`config.mk`:
```
export PLATFORM = sky130hd
export DESIGN_NAME = udpcnt_gen
export DESIGN_NICKNAME = d
export VERILOG_FILES = /design/src/rtl/udpcnt_pkg.sv /design/src/rtl/udpcnt_rxchk.sv /design/src/rtl/udpcnt_gen.sv
export SDC_FILE = /design/constraint.sdc
export NUM_CORES = 2
export LEC_CHECK = 0
export CAP_MARGIN = 25
export CORE_MARGIN = 2
export CORE_UTILIZATION = 45
export DETAILED_ROUTE_END_ITERATION = 12
export PLACE_DENSITY = 0.68
export SETUP_SLACK_MARGIN = 0.02
export SLEW_MARGIN = 20
export SYNTH_ARGS = -nofsm -noshare
export SYNTH_HDL_FRONTEND = slang
export SYNTH_SLANG_ARGS = --single-unit
export TNS_END_PERCENT = 50
```
`constraint.sdc`:
```
create_clock -name clk -period 46.5 [get_ports clk]
set_input_delay 9.3 -clock clk [delete_from_list [all_inputs] [get_ports clk]]
set_output_delay 9.3 -clock clk [all_outputs]
set_load 0.05 [all_outputs]
```
`src/rtl/udpcnt_pkg.sv`:
```
// ============================================================================
// Module   : udpcnt_pkg
// Purpose  : Shared types and constants for the UDP sequence-counter link
//            test (initiator and responder ends).
// Revision : 1.0 - initial release
// ============================================================================
`default_nettype none

package udpcnt_pkg;

  // Transmit sequencer states
  typedef enum logic [2:0] {
    IDLE = 3'd0,
    REQ  = 3'd1,
    DATA = 3'd2,
    TAIL = 3'd3,
    GAP  = 3'd4
  } tx_state_t;

  // UDP header length in bytes, added to the payload for the length field
  localparam int UDPHDRLEN = 8;

  // Default port pair; the responder uses the same values mirrored
  localparam logic [15:0] DEFAULT_LOCALPORT  = 16'hd003;
  localparam logic [15:0] DEFAULT_REMOTEPORT = 16'hd002;

  // Payload carries exactly one counter value
  function automatic int PAYLOADBYTES(input int cntwidth);
    return cntwidth / 8;
  endfunction

endpackage

`default_nettype wire

```
`src/rtl/udpcnt_rxchk.sv`:
```
// ============================================================================
// Module   : udpcnt_rxchk
// Purpose  : Reply receiver for the sequence-counter initiator. Filters
//            headers on the port pair, collects the payload, then checks
//            error flag, length and reply-counter continuity.
// Revision : 1.0 - initial release
// ============================================================================
`default_nettype none

module udpcnt_rxchk
  import udpcnt_pkg::*;
#(
  parameter logic [15:0] LOCALPORT  = DEFAULT_LOCALPORT,
  parameter logic [15:0] REMOTEPORT = DEFAULT_REMOTEPORT,
  parameter int          CNTWIDTH   = 64,
  parameter int          ERRWIDTH   = 32
) (
  input  logic                clk,
  input  logic                reset,
  input  logic                newhead,
  input  logic [15:0]         dstport,
  input  logic [15:0]         srcport,
  input  logic [7:0]          data,
  input  logic                dven,
  input  logic                error,
  output logic [CNTWIDTH-1:0] rxcnt,
  output logic [ERRWIDTH-1:0] seqerr,
  output logic [ERRWIDTH-1:0] lenerr,
  output logic [ERRWIDTH-1:0] rxerr,
  output logic [7:0]          remote_err,
  output logic                reply_ok
);

  localparam int          NBYTES   = PAYLOADBYTES(CNTWIDTH);
  localparam int          SEQW     = CNTWIDTH - 8;
  localparam logic [15:0] NBYTES16 = 16'(NBYTES);

  logic                active;
  logic                dven_d;
  logic                err_acc;
  logic                eop;
  logic [15:0]         nbytes;
  logic [CNTWIDTH-1:0] shift;
  logic [SEQW-1:0]     expected;

  logic                hdr_match;
  logic                fall;
  logic [SEQW-1:0]     rx_seq;

  assign hdr_match = newhead && (dstport == LOCALPORT) && (srcport == REMOTEPORT);
  // Packet end is the first cycle with dven low after a byte of an accepted packet
  assign fall      = active && dven_d && !dven;
  // Byte 0 is the responder's error count, the remaining bytes its counter
  assign rx_seq    = shift[SEQW-1:0];
  // A well-formed reply is being retired this cycle
  assign reply_ok  = eop && !err_acc && (nbytes == NBYTES16);

  // Header filter and payload collection
  always_ff @(posedge clk or posedge reset) begin
    if (reset) begin
      active  <= 1'b0;
      dven_d  <= 1'b0;
      err_acc <= 1'b0;
      eop     <= 1'b0;
      nbytes  <= '0;
      shift   <= '0;
    end else begin
      dven_d <= dven;
      eop    <= fall;
      if (hdr_match) begin
        active  <= 1'b1;
        nbytes  <= '0;
        err_acc <= 1'b0;
      end else if (newhead || fall) begin
        active <= 1'b0;
      end else if (active && dven) begin
        shift   <= {shift[CNTWIDTH-9:0], data};
        err_acc <= err_acc | error;
        if (nbytes != '1) nbytes <= nbytes + 16'd1;
      end
    end
  end

  // End-of-packet checks and statistics, one cycle after the dven fall
  always_ff @(posedge clk or posedge reset) begin
    if (reset) begin
      rxcnt      <= '0;
      seqerr     <= '0;
      lenerr     <= '0;
      rxerr      <= '0;
      remote_err <= '0;
      expected   <= '0;
    end else if (eop) begin
      if (err_acc) begin
        if (rxerr != '1) rxerr <= rxerr + ERRWIDTH'(1);
      end else if (nbytes != NBYTES16) begin
        if (lenerr != '1) lenerr <= lenerr + ERRWIDTH'(1);
      end else begin
        rxcnt      <= rxcnt + CNTWIDTH'(1);
        remote_err <= shift[CNTWIDTH-1 -: 8];
        if (rx_seq != expected) begin
          if (seqerr != '1) seqerr <= seqerr + ERRWIDTH'(1);
          // Resynchronise on the responder's counter
          expected <= rx_seq + SEQW'(1);
        end else begin
          expected <= expected + SEQW'(1);
        end
      end
    end
  end

endmodule

`default_nettype wire

```
`src/rtl/udpcnt_gen.sv`:
```
// ============================================================================
// Module   : udpcnt_gen
// Purpose  : Initiator end of the UDP sequence-counter link test. Sends
//            periodic big-endian sequence packets, checks the replies and
//            counts reply timeouts.
// Revision : 1.0 - initial release
// ============================================================================
`default_nettype none

module udpcnt_gen
  import udpcnt_pkg::*;
#(
  parameter logic [15:0] LOCALPORT  = DEFAULT_LOCALPORT,
  parameter logic [15:0] REMOTEPORT = DEFAULT_REMOTEPORT,
  parameter int          CNTWIDTH   = 64,
  parameter int          ERRWIDTH   = 32,
  parameter logic [31:0] TIMEOUT    = 32'd125000
) (
  input  logic                clk,
  input  logic                reset,
  input  logic                enable,
  input  logic [31:0]         period,
  output logic                udp_request,
  input  logic                udp_ack,
  output logic [7:0]          udp_tx_data,
  output logic                udp_tx_dven,
  output logic                udp_tx_error,
  output logic [15:0]         udp_tx_srcport,
  output logic [15:0]         udp_tx_dstport,
  output logic [15:0]         udp_tx_length,
  output logic [15:0]         udp_tx_checksum,
  input  logic                udp_rx_newhead,
  input  logic [15:0]         udp_rx_dstport,
  input  logic [15:0]         udp_rx_srcport,
  input  logic [7:0]          udp_rx_data,
  input  logic                udp_rx_dven,
  input  logic                udp_rx_error,
  output logic [CNTWIDTH-1:0] txcnt,
  output logic [CNTWIDTH-1:0] rxcnt,
  output logic [ERRWIDTH-1:0] seqerr,
  output logic [ERRWIDTH-1:0] lenerr,
  output logic [ERRWIDTH-1:0] rxerr,
  output logic [ERRWIDTH-1:0] timeouts,
  output logic [7:0]          remote_err
);

  localparam int         NBYTES   = PAYLOADBYTES(CNTWIDTH);
  localparam logic [7:0] LASTBYTE = 8'(NBYTES - 1);

  tx_state_t           state;
  tx_state_t           state_nx;
  logic [7:0]          byte_idx;
  logic [31:0]         gap_cnt;
  logic [CNTWIDTH-1:0] seq;
  logic [CNTWIDTH-1:0] tx_shift;
  logic [31:0]         timer;
  logic                armed;
  logic                reply_ok;
  logic                gap_done;

  // gap_cnt starts at 1 so period=0 still yields a single GAP cycle
  assign gap_done = (gap_cnt >= period);

  assign udp_tx_error    = 1'b0;
  assign udp_tx_srcport  = LOCALPORT;
  assign udp_tx_dstport  = REMOTEPORT;
  assign udp_tx_length   = 16'(NBYTES + UDPHDRLEN);
  assign udp_tx_checksum = 16'h0000;

  // TX state register
  always_ff @(posedge clk or posedge reset) begin
    if (reset) state <= IDLE;
    else       state <= state_nx;
  end

  // TX next-state logic; enable is only sampled in IDLE so packets complete
  always_comb begin
    state_nx = state;
    case (state)
      IDLE:    if (enable) state_nx = REQ;
      REQ:     if (udp_ack) state_nx = DATA;
      DATA:    if (byte_idx == LASTBYTE) state_nx = TAIL;
      TAIL:    state_nx = GAP;
      GAP:     if (gap_done) state_nx = IDLE;
      default: state_nx = IDLE;
    endcase
  end

  // TX outputs; data is forced to zero outside DATA
  always_comb begin
    udp_request = 1'b0;
    udp_tx_dven = 1'b0;
    udp_tx_data = 8'h00;
    case (state)
      REQ: udp_request = 1'b1;
      DATA: begin
        udp_tx_dven = 1'b1;
        udp_tx_data = tx_shift[CNTWIDTH-1 -: 8];
      end
      default: ;
    endcase
  end

  // TX datapath: byte shifter, byte and gap counters, sequence and txcnt
  always_ff @(posedge clk or posedge reset) begin
    if (reset) begin
      byte_idx <= '0;
      gap_cnt  <= '0;
      seq      <= '0;
      tx_shift <= '0;
      txcnt    <= '0;
    end else begin
      case (state)
        REQ: begin
          byte_idx <= '0;
          tx_shift <= seq;
        end
        DATA: begin
          byte_idx <= byte_idx + 8'd1;
          tx_shift <= {tx_shift[CNTWIDTH-9:0], 8'h00};
        end
        TAIL: begin
          txcnt   <= txcnt + CNTWIDTH'(1);
          seq     <= seq + CNTWIDTH'(1);
          gap_cnt <= 32'd1;
        end
        GAP: if (!gap_done) gap_cnt <= gap_cnt + 32'd1;
        default: ;
      endcase
    end
  end

  // Reply timer: armed at TAIL, cleared by a good reply (which beats expiry)
  always_ff @(posedge clk or posedge reset) begin
    if (reset) begin
      timer    <= '0;
      armed    <= 1'b0;
      timeouts <= '0;
    end else if (state == TAIL) begin
      timer <= TIMEOUT;
      armed <= 1'b1;
    end else if (reply_ok) begin
      armed <= 1'b0;
    end else if (armed) begin
      timer <= timer - 32'd1;
      if (timer <= 32'd1) begin
        armed <= 1'b0;
        if (timeouts != '1) timeouts <= timeouts + ERRWIDTH'(1);
      end
    end
  end

  udpcnt_rxchk #(
    .LOCALPORT  (LOCALPORT),
    .REMOTEPORT (REMOTEPORT),
    .CNTWIDTH   (CNTWIDTH),
    .ERRWIDTH   (ERRWIDTH)
  ) u_rxchk (
    .clk        (clk),
    .reset      (reset),
    .newhead    (udp_rx_newhead),
    .dstport    (udp_rx_dstport),
    .srcport    (udp_rx_srcport),
    .data       (udp_rx_data),
    .dven       (udp_rx_dven),
    .error      (udp_rx_error),
    .rxcnt      (rxcnt),
    .seqerr     (seqerr),
    .lenerr     (lenerr),
    .rxerr      (rxerr),
    .remote_err (remote_err),
    .reply_ok   (reply_ok)
  );

endmodule

`default_nettype wire

```
### Word-level counts from Yosys, hierarchy flattened

Index checks and enable logic that the tools add are counted.

* bits in registers: 608
* logic and storage cells: 122
* output and inout port bits: 339
* input port bits: 79

* add/sub/neg operators: 13
* $lt $le $gt $ge: 2
* reductions and logical operators: 28
* bitwise logic cells: 7
* eq/ne operators: 22
* multiplexer cells: 29

Operators with widths (number)
* $add A64 B1 Y64 const B: 3
* $add A32 B1 Y32 const B: 5
* $mux W32: 4
* $ne A32 B32 Y1 const B: 4
* $pmux W64 S2: 1
* $add A56 B1 Y56 const B: 2
* $mux W16: 4
* $pmux W32 S2: 1
* $mux W56: 1
* $ne A56 B56 Y1: 1
* $eq A16 B16 Y1 const B: 2
* $ge A32 B32 Y1: 1
* $le A32 B1 Y1 const B: 1
* $sub A32 B1 Y32 const B: 1
* $add A16 B1 Y16 const B: 1
* $eq A16 B4 Y1 const B: 1
* $ne A16 B16 Y1 const B: 1
* $ne A16 B4 Y1 const B: 1
* $pmux W8 S2: 1
* $pmux W3 S5: 1
* $mux W3: 4
* $reduce_and A3 Y1: 4
* $reduce_bool A2 Y1: 6
* $mux W1: 11
* other kinds (17): 39

### Depth between registers and ports, before layout

* depth after elaboration: 5
* depth in mapped cells: 11
* mapped depth without buffers: 9

### Modules after synthesis

From an unflattened synthesis, not the netlist that was laid out.

* cell total of the unflattened synthesis: 3095
* area, all modules: 30516.8 um^2

By module, submodules not included
* udpcnt_rxchk: times used 1, area an instance 15404.8 um^2, cells each 1585, sequential area each 7707.4 um^2
* udpcnt_gen: times used 1, area an instance 15112.0 um^2, cells each 1510, sequential area each 7507.2 um^2

### Worst setup path after synthesis

Ideal clock, no wire load.

* kind: input to register
* from: in period[29]
* to: reg gap_cnt[23]
* stages on the path: 11
* required time: 46422 ps
* arrival time: 11666 ps
* path buffers: 2
* path slack: 34756 ps
* setup time: 78 ps
* cell sequence: inv_1 -> ha_1 -> and4_1 -> nand4_1 -> or3_1 -> a211oi_1 -> or2_0 -> clkbuf_1 -> clkbuf_1 -> o21ai_0 -> a21oi_1

* cells in the longest elaborated chain, start to end: 3

Ends and longest elaborated chain
* from (decl): line udpcnt_gen.sv:22 `input logic [31:0] period,`
* $ge A32 B32 Y1: line udpcnt_gen.sv:62 `assign gap_done = (gap_cnt >= period);`
* $ne A2 B2 Y1 (no source line)
* $reduce_and A2 Y1 (no source line)
* to (signal assigned): line udpcnt_gen.sv:127 `GAP: if (!gap_done) gap_cnt <= gap_cnt + 32'd1;`
* to (decl): line udpcnt_gen.sv:53 `logic [31:0] gap_cnt;`

Every way passes these cells.
A chain may end at the register's enable or synchronous reset.

### Worst setup path after layout

* from: reg state[1]
* to: out udp_request

* cells in the longest elaborated chain, start to end: 2

Ends and longest elaborated chain
* from (decl): line udpcnt_gen.sv:50 `tx_state_t state;`
* from (signal assigned): line udpcnt_gen.sv:73 `else state <= state_nx;`
* $eq A3 B1 Y1: line udpcnt_gen.sv:94 `case (state)`
* $mux W1: line udpcnt_gen.sv:94
* to (decl): line udpcnt_gen.sv:23 `output logic udp_request,`

Every way passes these cells.

==> out/results.env <==
DRTITER0DRC=1677
HOLDBUFCOUNTCTS=0
CHIPHEIGHT_UM=260
SYNTH_CELLS=2898
YOSYS.AREA.TOP_TYPE='dfrtp_1'
DRT_WL_CELL_UM=17.9
LAYOUT.NETS=3351
REPORT.FINAL.SETUP_VIOL=0
SYNTH-ASYNC-RESET-RATIO_PCT=100
HOLD_PATH_END='txcnt[63]$_DFFE_PP0P_'
RR_ENDPOINT='u_rxchk.rxcnt[56]$_DFFE_PP0P_'
CTS_MAX_LEVEL=3
AREAGROWTHSYNTHTOFINISH_PCT=21.4
LAYOUT.CORE_UTILIZATION_PCT=55.4
R2R_SLACK_PS=42860
SYNTH_AREA_PER_CELL_UM2=10.2
MAX_CAPACITANCE_VIOLATION_COUNT=0
DRT_DRC_VIOLATIONS_LEFT=0
IO-PIN-COUNT=418
YOSYSUNIQUECELLTYPES=67
RUN_STATUS='finished, final reports clean'
POST-ROUTE-PERIOD-UTIL_PCT=26.8
CLOCK_SINKS=608
FMAX_MHz=80.2
SYNTH-SEQ-CELLS=608
CTS_BUFFERS=69
GR-USAGE-ALL-LAYERS_PCT=21.6
SLEW-LIMIT-HEADROOM_PCT=32.3
IR_DROP_WORST_VDD_V=0.0000337
N_ANTENNA_CELL=0
ROUTE.VIAS.TOTAL=22100
CRITICAL_PATH_CLASS='reg -> out'
FP.DIEAREA_MM2=0.0677
POST-SYNTH-TOP-AREA-FRACTION_PCT=51.5
YS_WARN_COUNT=0
MAX_FO_CRITICAL_PATH=66
DP.FINAL_HPWL_UM=51800
CELLS_ON_WORST_REG2REG_PATH=9
POST_SYNTH_INSTANCE_AREA_MM2=0.0295
CTS.ROOT.BUFFER_CELL='clkbuf_16'
WL_UM=73900
GRT_START_MAX_NET_PINS=180
SYNTH_EDF_COUNT=0
WORSTSETUPSTARTPOINTTYPE='register'
GRT_ANTENNA_BEFORE_REPAIR=0
CLOCK_SLEW_AT_REPORTED_PATH_FFS_PS=60
CLK_LATENCY_PS=600
FINAL.MIN_CLOCK_PERIOD_PS=12470
FINAL_ANTENNA_NET_COUNT=0
CTS_POST_SETUP_BUFFERS_INSERTED=0
INITIAL_CORE_UTIL_PCT=45.7
FP-ROW-COUNT=93
WORSTHOLDSTART='txcnt[63]$_DFFE_PP0P_'
POWER.DENSITY_CELL_AREA_mW_PER_MM2=35.4
CORE_AREA_MM2=0.0647
CTS.PATH.MAX_BUFFERS=3
DETAIL_ROUTE.VIAS_PER_CELL=5.36
SYNTH-MAIN-FF-CELL='dfrtp_1'
SYNTH.AREA.TOP_CELLS='dfrtp_1, xnor2_1, nand2_1'
P_LEAK_nW=16.0
GLOBAL_ROUTE_WIRE_LENGTH_BEFORE_REPAIR_UM=119000
TRITONCTS='yes'
FINAL_LAYOUT_SIZE_SUFFIX_GT1_SHARE_PCT=6.75
DRT-PASS1-ITER-COUNT=5
MIN_PATH_TYPE='reg -> reg'
CTS_RESIZED=0
PORT_BUFFERS=352
FIRST_GLOBAL_VIAS=22200
WORST_EP_REQUIRED_TIME_PS=37200
RR_STARTPOINT='u_rxchk.nbytes[0]$_DFFE_PP0P_'
FINAL_HOLD_VIOLATING_ENDPOINTS=0
LAYOUT_FILLERS=5618
MAXSLEWVIOLCOUNT=0
SYNTH_SEQ_AREA_SHARE_PCT=51.5
SETUP_TOTAL_NEGATIVE_SLACK_PS=0
WORST_HOLD_PATH.NUM_CELLS=1
TIMING.CRITICAL_PATH.TO_TYPE='output port'
CRITICAL_PATH_AT_PS=3170
DIE_W_UM=260
SETUP_REPAIR_AFTER_GLOBAL_ROUTING_MISSED_ITS_MARGIN='no'
GLOBALROUTEOVERFLOWTOTAL=0
WORSTMARGINPINSLEW_PS=1020
FINAL_WEIGHTED_CONGESTION_OF_ROUTABILITY_DRIVEN_GLOBAL_PLACEMENT=0.883
FINALCLOCKSKEW_PS=20.1
registers in the layout, summed over array words and instances, names as in the netlist, 56 cells and up:
register	cells
u_rxchk.rxcnt	64
seq	64
tx_shift	64
txcnt	64
u_rxchk.shift	64
u_rxchk.expected	56
placed cells by master (no fill, tap or decap), types with 32 or more instances in the layout:
| cell type | instances |
|---|---|
| dfrtp_1 | 608 |
| nand2_1 | 410 |
| clkdlybuf4s50_1 | 352 |
| xnor2_1 | 337 |
| nand3_1 | 169 |
| nor2_1 | 168 |
| nand4_1 | 139 |
| xor2_1 | 134 |
| o21ai_0 | 87 |
| and3_1 | 75 |
| inv_1 | 71 |
| clkbuf_16 | 69 |
| mux2_2 | 66 |
| conb_1 | 65 |
| a22oi_1 | 56 |
| nor3_1 | 53 |
| ha_1 | 46 |
| and4_1 | 43 |
| and2_1 | 37 |
| nor4_1 | 32 |
stage by stage:
step | cell area [um2] | power [mW] | setup WS (ps) | instances | hold slack, ps
floorplan | 29800 | 0.702 | 20180 | 2961 | 438
global placement | 33700 | 0.742 | 33810 | 4009 | 453
detailed placement | 33700 | 0.748 | 33720 | 4010 | 461
CTS | 35900 | 1.28 | 34000 | 4127 | 472
global route | 35900 | 1.33 | 33890 | 4127 | 491
finish | 35900 | 1.27 | 34030 | 4127 | 470
critical path: stages, from the launching register on:
cell             delay (ps)
dfrtp_1                 440
nand2b_1                180
or2_2                   320
inv_2                    50
buf_4                   580
clkdlybuf4s50_1         950
kinds of logic after synthesis:
kind of cell | after synthesis | share of synthesized area, %
AOI/OAI and AO/OA | 220 | 4.78
muxes | 73 | 2.75
DFF | 608 | 51.5
xor gates and xnor gates | 471 | 14.0
other | 2 | 0.0254
and+or+nand+nor | 1228 | 21.0
buffers and inverters | 250 | 4.01
adders and majority gates | 46 | 1.95
worst max path at each step:
stage | cells after the start | startpoint | endpoint | slack [ps]
floorplan | 1 | reset | armed$_DFF_PP0_ | 20180
global placement | 11 | period[31] | gap_cnt[6]$_DFFE_PP0P_ | 33810
detailed placement | 11 | period[31] | gap_cnt[6]$_DFFE_PP0P_ | 33720
CTS | 5 | state[1]$_DFFE_PP0P_ | udp_request | 34000
global route | 5 | state[1]$_DFFE_PP0P_ | udp_request | 33890
finish | 5 | state[1]$_DFFE_PP0P_ | udp_request | 34030
routing by layer:
metal | global-route usage [%] | share of wire [%] | vias to the layer above
met5 | 0 | 0 | -
met4 | 8.10 | 3.4 | 0
met3 | 3.28 | 4.0 | 153
met2 | 36.6 | 50 | 472
met1 | 28.1 | 42 | 11000
li1 | - | - | 10500
cells in the mapped netlist (all sizes together), types with 3 or more instances:
cell    number
buf         74
or2          9
nor4b       11
nand2b       9
nand4      139
or3         21
o41ai        3
a22oi       56
and3        75
a31oi        3
nand2      412
clkbuf     102
mux2        66
nor4        36
a22o        10
o31ai        3
inv         74
dfrtp      608
nor3b        6
xor2       134
o211ai       5
xnor2      337
and4        43
ha          46
nand3      169
nor2b        9
o311a        3
a211oi       5
or4         14
nor3        57
a21oi       30
mux2i        7
and2        38
nor2       171
o21ai       87
cell type report:
| cell class | count | area (um2) | area share (%) |
|---|---|---|---|
| clock buffers | 95 | 1940 | 5.42 |
| inverters | 74 | 285 | 0.795 |
| repair buffers | 370 | 3690 | 10.3 |
| clock inverters | 22 | 254 | 0.708 |
| flip-flops and latches | 608 | 15200 | 42.4 |
| well taps | 855 | 1070 | 2.98 |
| multi-input cells | 2103 | 13400 | 37.4 |
where the power goes:
part / internal (mW) / switching [mW] / total, mW
clock: 0.311 / 0.221 / 0.532
sequential: 0.553 / 0.0280 / 0.581
combinational: 0.0470 / 0.111 / 0.158
No activity file was read; power rests on OpenSTA's default activity.
